===== config.mk =====
export PLATFORM = sky130hd
export DESIGN_NAME = instr_encoder
export DESIGN_NICKNAME = d
export VERILOG_FILES = /design/src/rtl/instr_encoder_pkg.sv /design/src/rtl/instr_encoder_fifo.sv /design/src/rtl/instr_encoder.sv
export SDC_FILE = /design/constraint.sdc
export NUM_CORES = 1
export LEC_CHECK = 0
export BUFFER_PORTS_ARGS = -buffer_cell sky130_fd_sc_hd__buf_2
export CORE_MARGIN = 2
export CORE_UTILIZATION = 60
export DETAILED_ROUTE_END_ITERATION = 12
export GPL_TIMING_DRIVEN = 0
export PLACE_DENSITY = 0.81
export SETUP_SLACK_MARGIN = 0.05
export SLEW_MARGIN = 25
export SYNTH_ARGS = -nofsm -noshare
export SYNTH_HDL_FRONTEND = slang
export SYNTH_HIERARCHICAL = 1
export SYNTH_SLANG_ARGS = --single-unit

===== constraint.sdc =====
create_clock -name clk -period 8.2 [get_ports clk]
set_input_delay 1.23 -clock clk [delete_from_list [all_inputs] [get_ports clk]]
set_output_delay 1.23 -clock clk [all_outputs]
set_load 0.02 [all_outputs]

===== src/rtl/instr_encoder_pkg.sv =====
// Shared encoder/decoder definitions: op selects, opcode/funct
// constants, instruction field positions and the buffered entry.
package instr_encoder_pkg;

   typedef enum logic [3:0] {
      OP_NOP  = 4'd0,
      OP_ADD  = 4'd1,
      OP_SUB  = 4'd2,
      OP_ORI  = 4'd3,
      OP_LW   = 4'd4,
      OP_SW   = 4'd5,
      OP_BEQ  = 4'd6,
      OP_LUI  = 4'd7,
      OP_ADDI = 4'd8,
      OP_J    = 4'd9,
      OP_JAL  = 4'd10,
      OP_SB   = 4'd11,
      OP_LB   = 4'd12,
      OP_JR   = 4'd13
   } op_e;

   localparam logic [5:0] OPC_RTYPE = 6'b000000;
   localparam logic [5:0] OPC_ORI   = 6'b001101;
   localparam logic [5:0] OPC_LW    = 6'b100011;
   localparam logic [5:0] OPC_SW    = 6'b101011;
   localparam logic [5:0] OPC_BEQ   = 6'b000100;
   localparam logic [5:0] OPC_LUI   = 6'b001111;
   localparam logic [5:0] OPC_ADDI  = 6'b001000;
   localparam logic [5:0] OPC_J     = 6'b000010;
   localparam logic [5:0] OPC_JAL   = 6'b000011;
   localparam logic [5:0] OPC_SB    = 6'b101000;
   localparam logic [5:0] OPC_LB    = 6'b100000;

   localparam logic [5:0] FN_ADD = 6'b100000;
   localparam logic [5:0] FN_SUB = 6'b100010;
   localparam logic [5:0] FN_JR  = 6'b001000;

   localparam int OPC_LSB = 26;
   localparam int RS_LSB  = 21;
   localparam int RT_LSB  = 16;
   localparam int RD_LSB  = 11;
   localparam int SH_LSB  = 6;
   localparam int FN_LSB  = 0;

   typedef struct packed {
      logic [31:0] word;
      logic [31:0] addr;
   } entry_t;

endpackage


===== src/rtl/instr_encoder_fifo.sv =====
// Power-of-two FIFO holding encoded words with their addresses.
// Flush clears it synchronously and overrides any write or read.
module enc_fifo #(
   parameter int DEPTH = 4,
   parameter int W     = 64
) (
   input  logic                       clk,
   input  logic                       reset,
   input  logic                       flush,
   input  logic                       wr_en,
   input  logic [W-1:0]               wr_data,
   input  logic                       rd_en,
   output logic [W-1:0]               rd_data,
   output logic                       empty,
   output logic [$clog2(DEPTH):0]     count
);

   localparam int AW = $clog2(DEPTH);

   logic [W-1:0]  mem [DEPTH];
   logic [AW-1:0] wptr;
   logic [AW-1:0] rptr;

   always_ff @(posedge clk) begin
      if (wr_en && !flush)
         mem[wptr] <= wr_data;
   end

   always_ff @(posedge clk or negedge reset) begin
      if (!reset) begin
         wptr  <= '0;
         rptr  <= '0;
         count <= '0;
      end else if (flush) begin
         wptr  <= '0;
         rptr  <= '0;
         count <= '0;
      end else begin
         if (wr_en)
            wptr <= wptr + 1'b1;
         if (rd_en)
            rptr <= rptr + 1'b1;
         unique case ({wr_en, rd_en})
            2'b10:   count <= count + 1'b1;
            2'b01:   count <= count - 1'b1;
            default: count <= count;
         endcase
      end
   end

   assign rd_data = mem[rptr];
   assign empty   = (count == '0);

endmodule


===== src/rtl/instr_encoder.sv =====
// Instruction encoder: combinational encode, one register stage,
// then a FIFO of {word, address} entries toward the consumer.
module instr_encoder
   import instr_encoder_pkg::*;
#(
   parameter logic [31:0] BASE_ADDR = 32'h0000_3000,
   parameter int          DEPTH     = 4
) (
   input  logic                   clk,
   input  logic                   reset,
   input  logic                   flush,
   input  logic                   in_valid,
   output logic                   in_ready,
   input  logic [3:0]             in_op,
   input  logic [4:0]             in_rs,
   input  logic [4:0]             in_rt,
   input  logic [4:0]             in_rd,
   input  logic [15:0]            in_imm,
   input  logic [25:0]            in_target,
   output logic                   out_valid,
   input  logic                   out_ready,
   output logic [31:0]            out_word,
   output logic [31:0]            out_addr,
   output logic                   err_illegal,
   output logic [$clog2(DEPTH):0] count
);

   localparam int CW = $clog2(DEPTH) + 1;
   localparam logic [CW-1:0] FULL = CW'(DEPTH);

   logic [31:0]   enc_word;
   logic          legal;
   logic          accept;
   logic          push;
   logic          pop;
   logic          pipe_valid;
   entry_t        pipe;
   logic [31:0]   addr_q;
   logic          f_empty;
   logic          f_wr;
   logic          f_rd;
   entry_t        f_data;
   entry_t        head;
   logic [CW-1:0] f_count;

   always_comb begin
      enc_word = '0;
      legal    = 1'b1;
      unique case (in_op)
         OP_NOP:  enc_word = '0;
         OP_ADD:  enc_word = {OPC_RTYPE, in_rs, in_rt, in_rd, 5'd0, FN_ADD};
         OP_SUB:  enc_word = {OPC_RTYPE, in_rs, in_rt, in_rd, 5'd0, FN_SUB};
         OP_JR:   enc_word = {OPC_RTYPE, in_rs, 15'd0, FN_JR};
         OP_ORI:  enc_word = {OPC_ORI,  in_rs, in_rt, in_imm};
         OP_LW:   enc_word = {OPC_LW,   in_rs, in_rt, in_imm};
         OP_SW:   enc_word = {OPC_SW,   in_rs, in_rt, in_imm};
         OP_BEQ:  enc_word = {OPC_BEQ,  in_rs, in_rt, in_imm};
         OP_ADDI: enc_word = {OPC_ADDI, in_rs, in_rt, in_imm};
         OP_SB:   enc_word = {OPC_SB,   in_rs, in_rt, in_imm};
         OP_LB:   enc_word = {OPC_LB,   in_rs, in_rt, in_imm};
         OP_LUI:  enc_word = {OPC_LUI,  5'd0,  in_rt, in_imm};
         OP_J:    enc_word = {OPC_J,    in_target};
         OP_JAL:  enc_word = {OPC_JAL,  in_target};
         default: legal    = 1'b0;
      endcase
   end

   // Occupancy includes the staged entry so the bound is exact.
   assign count     = f_count + {{(CW-1){1'b0}}, pipe_valid};
   assign in_ready  = (count < FULL);
   assign accept    = in_valid & in_ready & ~flush;
   assign push      = accept & legal;
   assign out_valid = ~f_empty | pipe_valid;
   assign pop       = out_valid & out_ready;
   assign head      = f_empty ? pipe : f_data;
   assign out_word  = out_valid ? head.word : '0;
   assign out_addr  = out_valid ? head.addr : '0;

   // The staged entry always vacates: popped directly or moved on.
   assign f_rd = pop & ~f_empty & ~flush;
   assign f_wr = pipe_valid & ~(pop & f_empty) & ~flush;

   always_ff @(posedge clk or negedge reset) begin
      if (!reset) begin
         pipe_valid  <= 1'b0;
         pipe        <= '0;
         addr_q      <= BASE_ADDR;
         err_illegal <= 1'b0;
      end else if (flush) begin
         pipe_valid  <= 1'b0;
         pipe        <= '0;
         addr_q      <= BASE_ADDR;
         err_illegal <= 1'b0;
      end else begin
         pipe_valid  <= push;
         err_illegal <= accept & ~legal;
         if (push) begin
            pipe   <= '{word: enc_word, addr: addr_q};
            addr_q <= addr_q + 32'd4;
         end
      end
   end

   enc_fifo #(
      .DEPTH (DEPTH),
      .W     (64)
   ) u_fifo (
      .clk     (clk),
      .reset   (reset),
      .flush   (flush),
      .wr_en   (f_wr),
      .wr_data (pipe),
      .rd_en   (f_rd),
      .rd_data (f_data),
      .empty   (f_empty),
      .count   (f_count)
   );

endmodule


Yosys cells after proc, flatten, opt, wreduce, memory -nomap -nowiden
Memory sizes are Yosys's and may differ from the RTL's.
Index checks and enable logic that the tools add are counted.

operators by class
  mux-type cells = 19
  bitwise logic cells = 15
  divide/modulo/power cells = 0
  order comparisons = 1
  $add $sub $neg = 6
  reduce and logical (&&, ||, !) cells = 9
  multipliers = 0
  shifts and indexed selects = 0
  equality and inequality tests = 15

operators with widths
  operator                 count
  $pmux W32 S13            1
  $mux W64                 3
  $mux W32                 4
  $add A32 B3 Y32 const B  1
  $eq A4 B4 Y1 const B     6
  $eq A4 B3 Y1 const B     4
  $reduce_or A14 Y1        1
  $and A1 B1 Y1            10
  $eq A4 B2 Y1 const B     2
  $mux W2                  4
  $pmux W3 S2              1
  $reduce_bool A2 Y1       3
  $mux W1                  5
  $add A2 B1 Y2 const B    2
  $eq A4 B1 Y1 const B     1
  $logic_not A4 Y1         1
  $not A1 Y1               4
  $add A3 B1 Y3            1
  $add A3 B1 Y3 const B    1
  $logic_not A3 Y1         1
  $lt A3 B3 Y1 const B     1
  $mux W3                  1
  $reduce_bool A3 Y1       1
  $sub A3 B1 Y3 const B    1
  other kinds (5)          5

word-level totals
  memories kept = 1
  input bits = 66
  register bits after elaboration = 105
  output and inout bits = 70
  bits in read-only memories = 0
  word-level logic and storage cells = 74
  bits in writable memories = 256
  bits in latches = 0

memories
  name        words  width  read ports  clocked after Yosys merged registers in  wr ports  RTL line                  source
  u_fifo.mem  4      64     1           0                                        1         instr_encoder_fifo.sv:20  logic [W-1:0] mem [DEPTH];

Logic depth before layout (Yosys ltp)
  word-level depth = 11
  mapped depth = 9
  gate-level depth less buffers = 8

Modules after synthesis
Netlist, hierarchy kept.

by module, submodules not included
  module         cells each  area each (sq um)  seq. area each (sq um)  times used
  enc_fifo       376         9661.8             7862.5                  1
  instr_encoder  634         5331.4             2354.8                  1

Worst setup path before layout
Ideal clock, no wire load.

  path type = input -> register
  from = input port flush
  to = memory u_fifo.mem[0][0] (enable)
  library setup time = 429 ps
  required time = 7771 ps
  path buffers = 2
  arrival = 3463 ps
  cell stages on the path = 5
  slack = 4308 ps
  path through = clkbuf_4 a211oi_1 buf_2 nor2b_1 and2_1

on the way
  longest elaborated chain between the ends = 5
  elaborated cells between the ends (all ways) = 6
  those cells by class = mux: 2; bitwise: 2; reduce/logical: 2

RTL lines
  item                           RTL line                  source
  from (decl)                    instr_encoder.sv:11       input logic flush,
  $not A1 Y1                     instr_encoder.sv:81       assign f_wr = pipe_valid & ~(pop & f_empty) & ~flush;
  $and A1 B1 Y1                  instr_encoder.sv:81
  net f_wr                       instr_encoder.sv:40       logic f_wr;
  $logic_and A1 B1 Y1            instr_encoder_fifo.sv:25  if (wr_en && !flush)
  $mux W1                        instr_encoder_fifo.sv:25
  $mux W1 (implied by the code)  instr_encoder_fifo.sv:26  mem[wptr] <= wr_data;
  to (decl)                      instr_encoder_fifo.sv:20

The timed path passes the listed nets, and every way through them passes these cells.

Worst setup path after layout
  from = register u_fifo.count[0]
  to = output port out_word[29]

on the way
  longest elaborated chain between the ends = 4
  elaborated cells between the ends (all ways) = 5
  those cells by class = mux: 2; bitwise: 2; reduce/logical: 1

RTL lines
  item                    RTL line                  source
  from (decl)             instr_encoder_fifo.sv:15  output logic [$clog2(DEPTH):0] count
  from (signal assigned)  instr_encoder_fifo.sv:44  2'b10: count <= count + 1'b1;
  from (signal assigned)  instr_encoder_fifo.sv:45  2'b01: count <= count - 1'b1;
  from (signal assigned)  instr_encoder_fifo.sv:46  default: count <= count;
  $logic_not A3 Y1 (*)    instr_encoder_fifo.sv:52  assign empty = (count == '0);
  net f_empty             instr_encoder.sv:39       logic f_empty;
  $not A1 Y1              instr_encoder.sv:73       assign out_valid = ~f_empty | pipe_valid;
  $or A1 B1 Y1            instr_encoder.sv:73
  $mux W32 (*)            instr_encoder.sv:76       assign out_word = out_valid ? head.word : '0;
  to (decl)               instr_encoder.sv:22       output logic [31:0] out_word,

Mark *: on every way through the listed nets, which the timed path passes. The rest lies on a longest branch.

==> results by group <==
Route
  • Wirelength per Cell: 22.2 µm
  • DR vias: roughly 9500
  • Vias per cell: slightly above 6
  • Drt total wl: 34200 µm
  • Initial DRC Count: 964
  • Post-route ant nets: 0
  • Pre-antenna DRT Iters: 5
  • DRC violations left: 0

Synth
  • Mean post-synth cell area: 14.8 µm²
  • Synth top area share: roughly half
  • Synth area leaders: edfxtp_1, dfrtp_1, mux4_2, o21ai_0, nand2_1
  • Syn. warnings: 6
  • Yosys reg bits: 357
  • Sequential share of the synthesized area: between 60 and 70%
  • Yosys cell types: 61
  • Most frequent cell after synthesis: edfxtp_1
  • Ys async rst share: about 28%
  • Post-Synthesis Cells: approximately 1000
  • Synth area leader: edfxtp_1
  • Top post-synthesis cells by count: edfxtp_1, nand2_1, o21ai_0
  • Most used DFF post-synth: edfxtp_1
  • EDFF count, synth: ~260
  • Cell area after synthesis: between 0.01 and 0.015 mm²

Timing
  • Final Slew Violations: 0
  • Setup TNS: 0 ns
  • Final Setup Violations: 0
  • Final Critical Period: about 5.5 ns
  • Final hold vios: 0
  • Final Hold Slack: between 0.4 and 0.5 ns
  • RSZ-0062 raised after global routing: no
  • Setup WS post-layout: roughly 2.7 ns
  • Worst Skew: around 0.018 ns
  • Actual slew at the worst max-slew pin: around 1.1 ns
  • Final period utilization: between 60% and 70%
  • FMAX: ~0.18 GHz
  • Slew headroom: 25.8%

Critical path
  • Worst path bufs/invs: 4
  • Crit path kind: register to primary output
  • Crit path max-delay family: buffers and inverters
  • Crit-path cells: nor3_1 > clkbuf_1 > and2_1 > clkbuf_1 > clkbuf_1 > nand2_1 > o21ai_0 > buf_2
  • Max Fanout on Critical Path: 10
  • Slowest cell on crit path: nor3_1
  • Worst Setup End Kind: primary output
  • CP most frequent cell: clkbuf_1
  • CP arrival: between 4 and 5 ns
  • Worst Setup SP: u_fifo/count[0]
  • Worst path required time: about 7.0 ns
  • Reg-to-reg startpoint: u_fifo/count[0]
  • Crit start category: register
  • CP max stage delay: slightly above 0.9 ns

Placed design
  • Post-DP HPWL: about 22000 µm
  • Placed Cells: ~1500
  • Final GP Congestion: 0.840
  • Port-buffer cells: between 100 and 150
  • Place WS: 3.37 ns

Final layout
  • Non-Filler Instances: around 1500
  • Layout cells sized above 1: roughly a quarter
  • Area delta synth->final: 15.9%
  • Final net count: roughly 1300

Clocking
  • CTS H-tree lvls: 2
  • Postcts setup bufs: 0
  • CTS clk-pin slew, worst paths: approximately 0.06 ns
  • Cts bufs inserted: 36
  • Hold_buf cts: 0
  • Num Clock Sinks: 357
  • CTS resizes: 0
  • Clk Tree Root Cell: clkbuf_16
  • Clock buffer depth: 3
  • Worst-Skew Late Latency: 0.52 ns
  • TritonCTS clock tree: done

Power
  • Pwr/cell area: ~220 mW/mm²
  • Final Total Pwr: 0.00390 W
  • Peak VDD IR: 163 µV
  • Leak pwr: roughly 6.7 nW

Global routing
  • Grt met2 use: between 40% and 50%
  • Routing usage on met1: 38.3%
  • Gr busiest metal: met2
  • Global-route wire length before repair: 54100 µm
  • Met3 Use GR: between 4 and 5%
  • Pin count of the biggest net entering global routing: 67
  • GRT Resource Usage Total: between 20% and 30%
  • Total gr overflow: 0
  • Initial antenna violation count: 2
  • Vias in the first global route: ~9700

Die
  • Chip Height: 162 µm
  • Num rows: 57
  • Core box area: between 0.02 and 0.025 mm²
  • Die ar.: approximately 0.026 mm²
  • Io pins: between 100 and 150
  • Die Wd: roughly 160 µm
  • Initial Util: around three fifths

Worst hold path
  • Worst Hold Launch: addr_q[30]
  • HP Class: register to register

Flow run
  • Maxcap violations: 0

Run status
  • Status: completed
## per-layer routing
metal | wire (µm) | share of wire [%] | vias to the layer above
li1 | - | - | 4130
met4 | 1180 | 3.5 | 0
met2 | 16700 | 49 | 522
met3 | 2810 | 8.2 | 92
met1 | 13600 | 40 | 4793
met5 | 0 | 0 | -
## worst paths after layout
path                              endpoint  depth (start not counted)  slack, ns
max                           out_word[29]                          8       2.72
min                             addr_q[30]                          1       0.46
max reg2reg                u_fifo/count[2]                          9       4.29
min reg2reg                     addr_q[30]                          1       0.46
max in group asynchronous       addr_q[13]                          2       6.91
min in group asynchronous         pipe[13]                          1       0.62
## cells in the final DEF, fill, tap and decap left out, types with 5 or more instances in the layout
cell / n
nor2b_1: 9
a22oi_1: 19
nand2_1: 110
a22o_1: 29
o21ai_0: 104
a21oi_1: 9
ha_1: 7
mux2_2: 5
xor2_1: 11
clkbuf_16: 37
edfxtp_1: 256
and3_1: 10
nor2_1: 29
buf_6: 6
a221o_1: 5
nor3_1: 7
mux2i_1: 10
nor3b_1: 5
clkinv_1: 5
buf_2: 150
nand4_1: 9
mux4_2: 64
o31ai_1: 5
nand2b_1: 9
inv_1: 73
clkbuf_1: 37
dfrtp_1: 99
nand3_1: 11
clkbuf_8: 5
xnor2_1: 10
## final cells by class
cell class | count | area, µm²
antenna | 2 | 5.00
inverter | 73 | 274
tap | 324 | 405
timing repair buffer | 138 | 779
clock buffer | 52 | 1030
sequential | 357 | 10200
multi-input combinational | 527 | 4240
fill | 1557 | 7010
clock inverter | 14 | 146
buffer | 56 | 285
## power breakdown
part / internal (W) / total, W / switching [W]
logic: 0.000101 / 0.000296 / 0.000194
registers: 0.00195 / 0.00197 / 0.0000228
clock network: 0.000972 / 0.00163 / 0.000657
## stage by stage
step	area (µm²)	utilization, %
6_report	17400	71.3
3_3_place_gp	16100	65.9
3_5_place_dp	16200	66.4
2_1_floorplan	15000	-
4_1_cts	17400	71.2
5_1_grt	17400	71.3
## registers in the layout (all words and copies together) (netlist names)
name and count:
addr_q 30, err_illegal 1, pipe 62, pipe_valid 1
u_fifo/count 3, u_fifo/mem 256, u_fifo/rptr 2, u_fifo/wptr 2
## kinds of logic after synthesis
family	after synthesis	share of synthesized area (%)
buf+inv	129	3.73
fa+ha+maj	8	0.718
mux	79	10.7
flops	357	68.1
simple gates	225	7.34
compound gates	189	7.97
other cells	1	0.0250
xor+xnor	22	1.41
No activity file was read; power rests on OpenSTA's default activity.
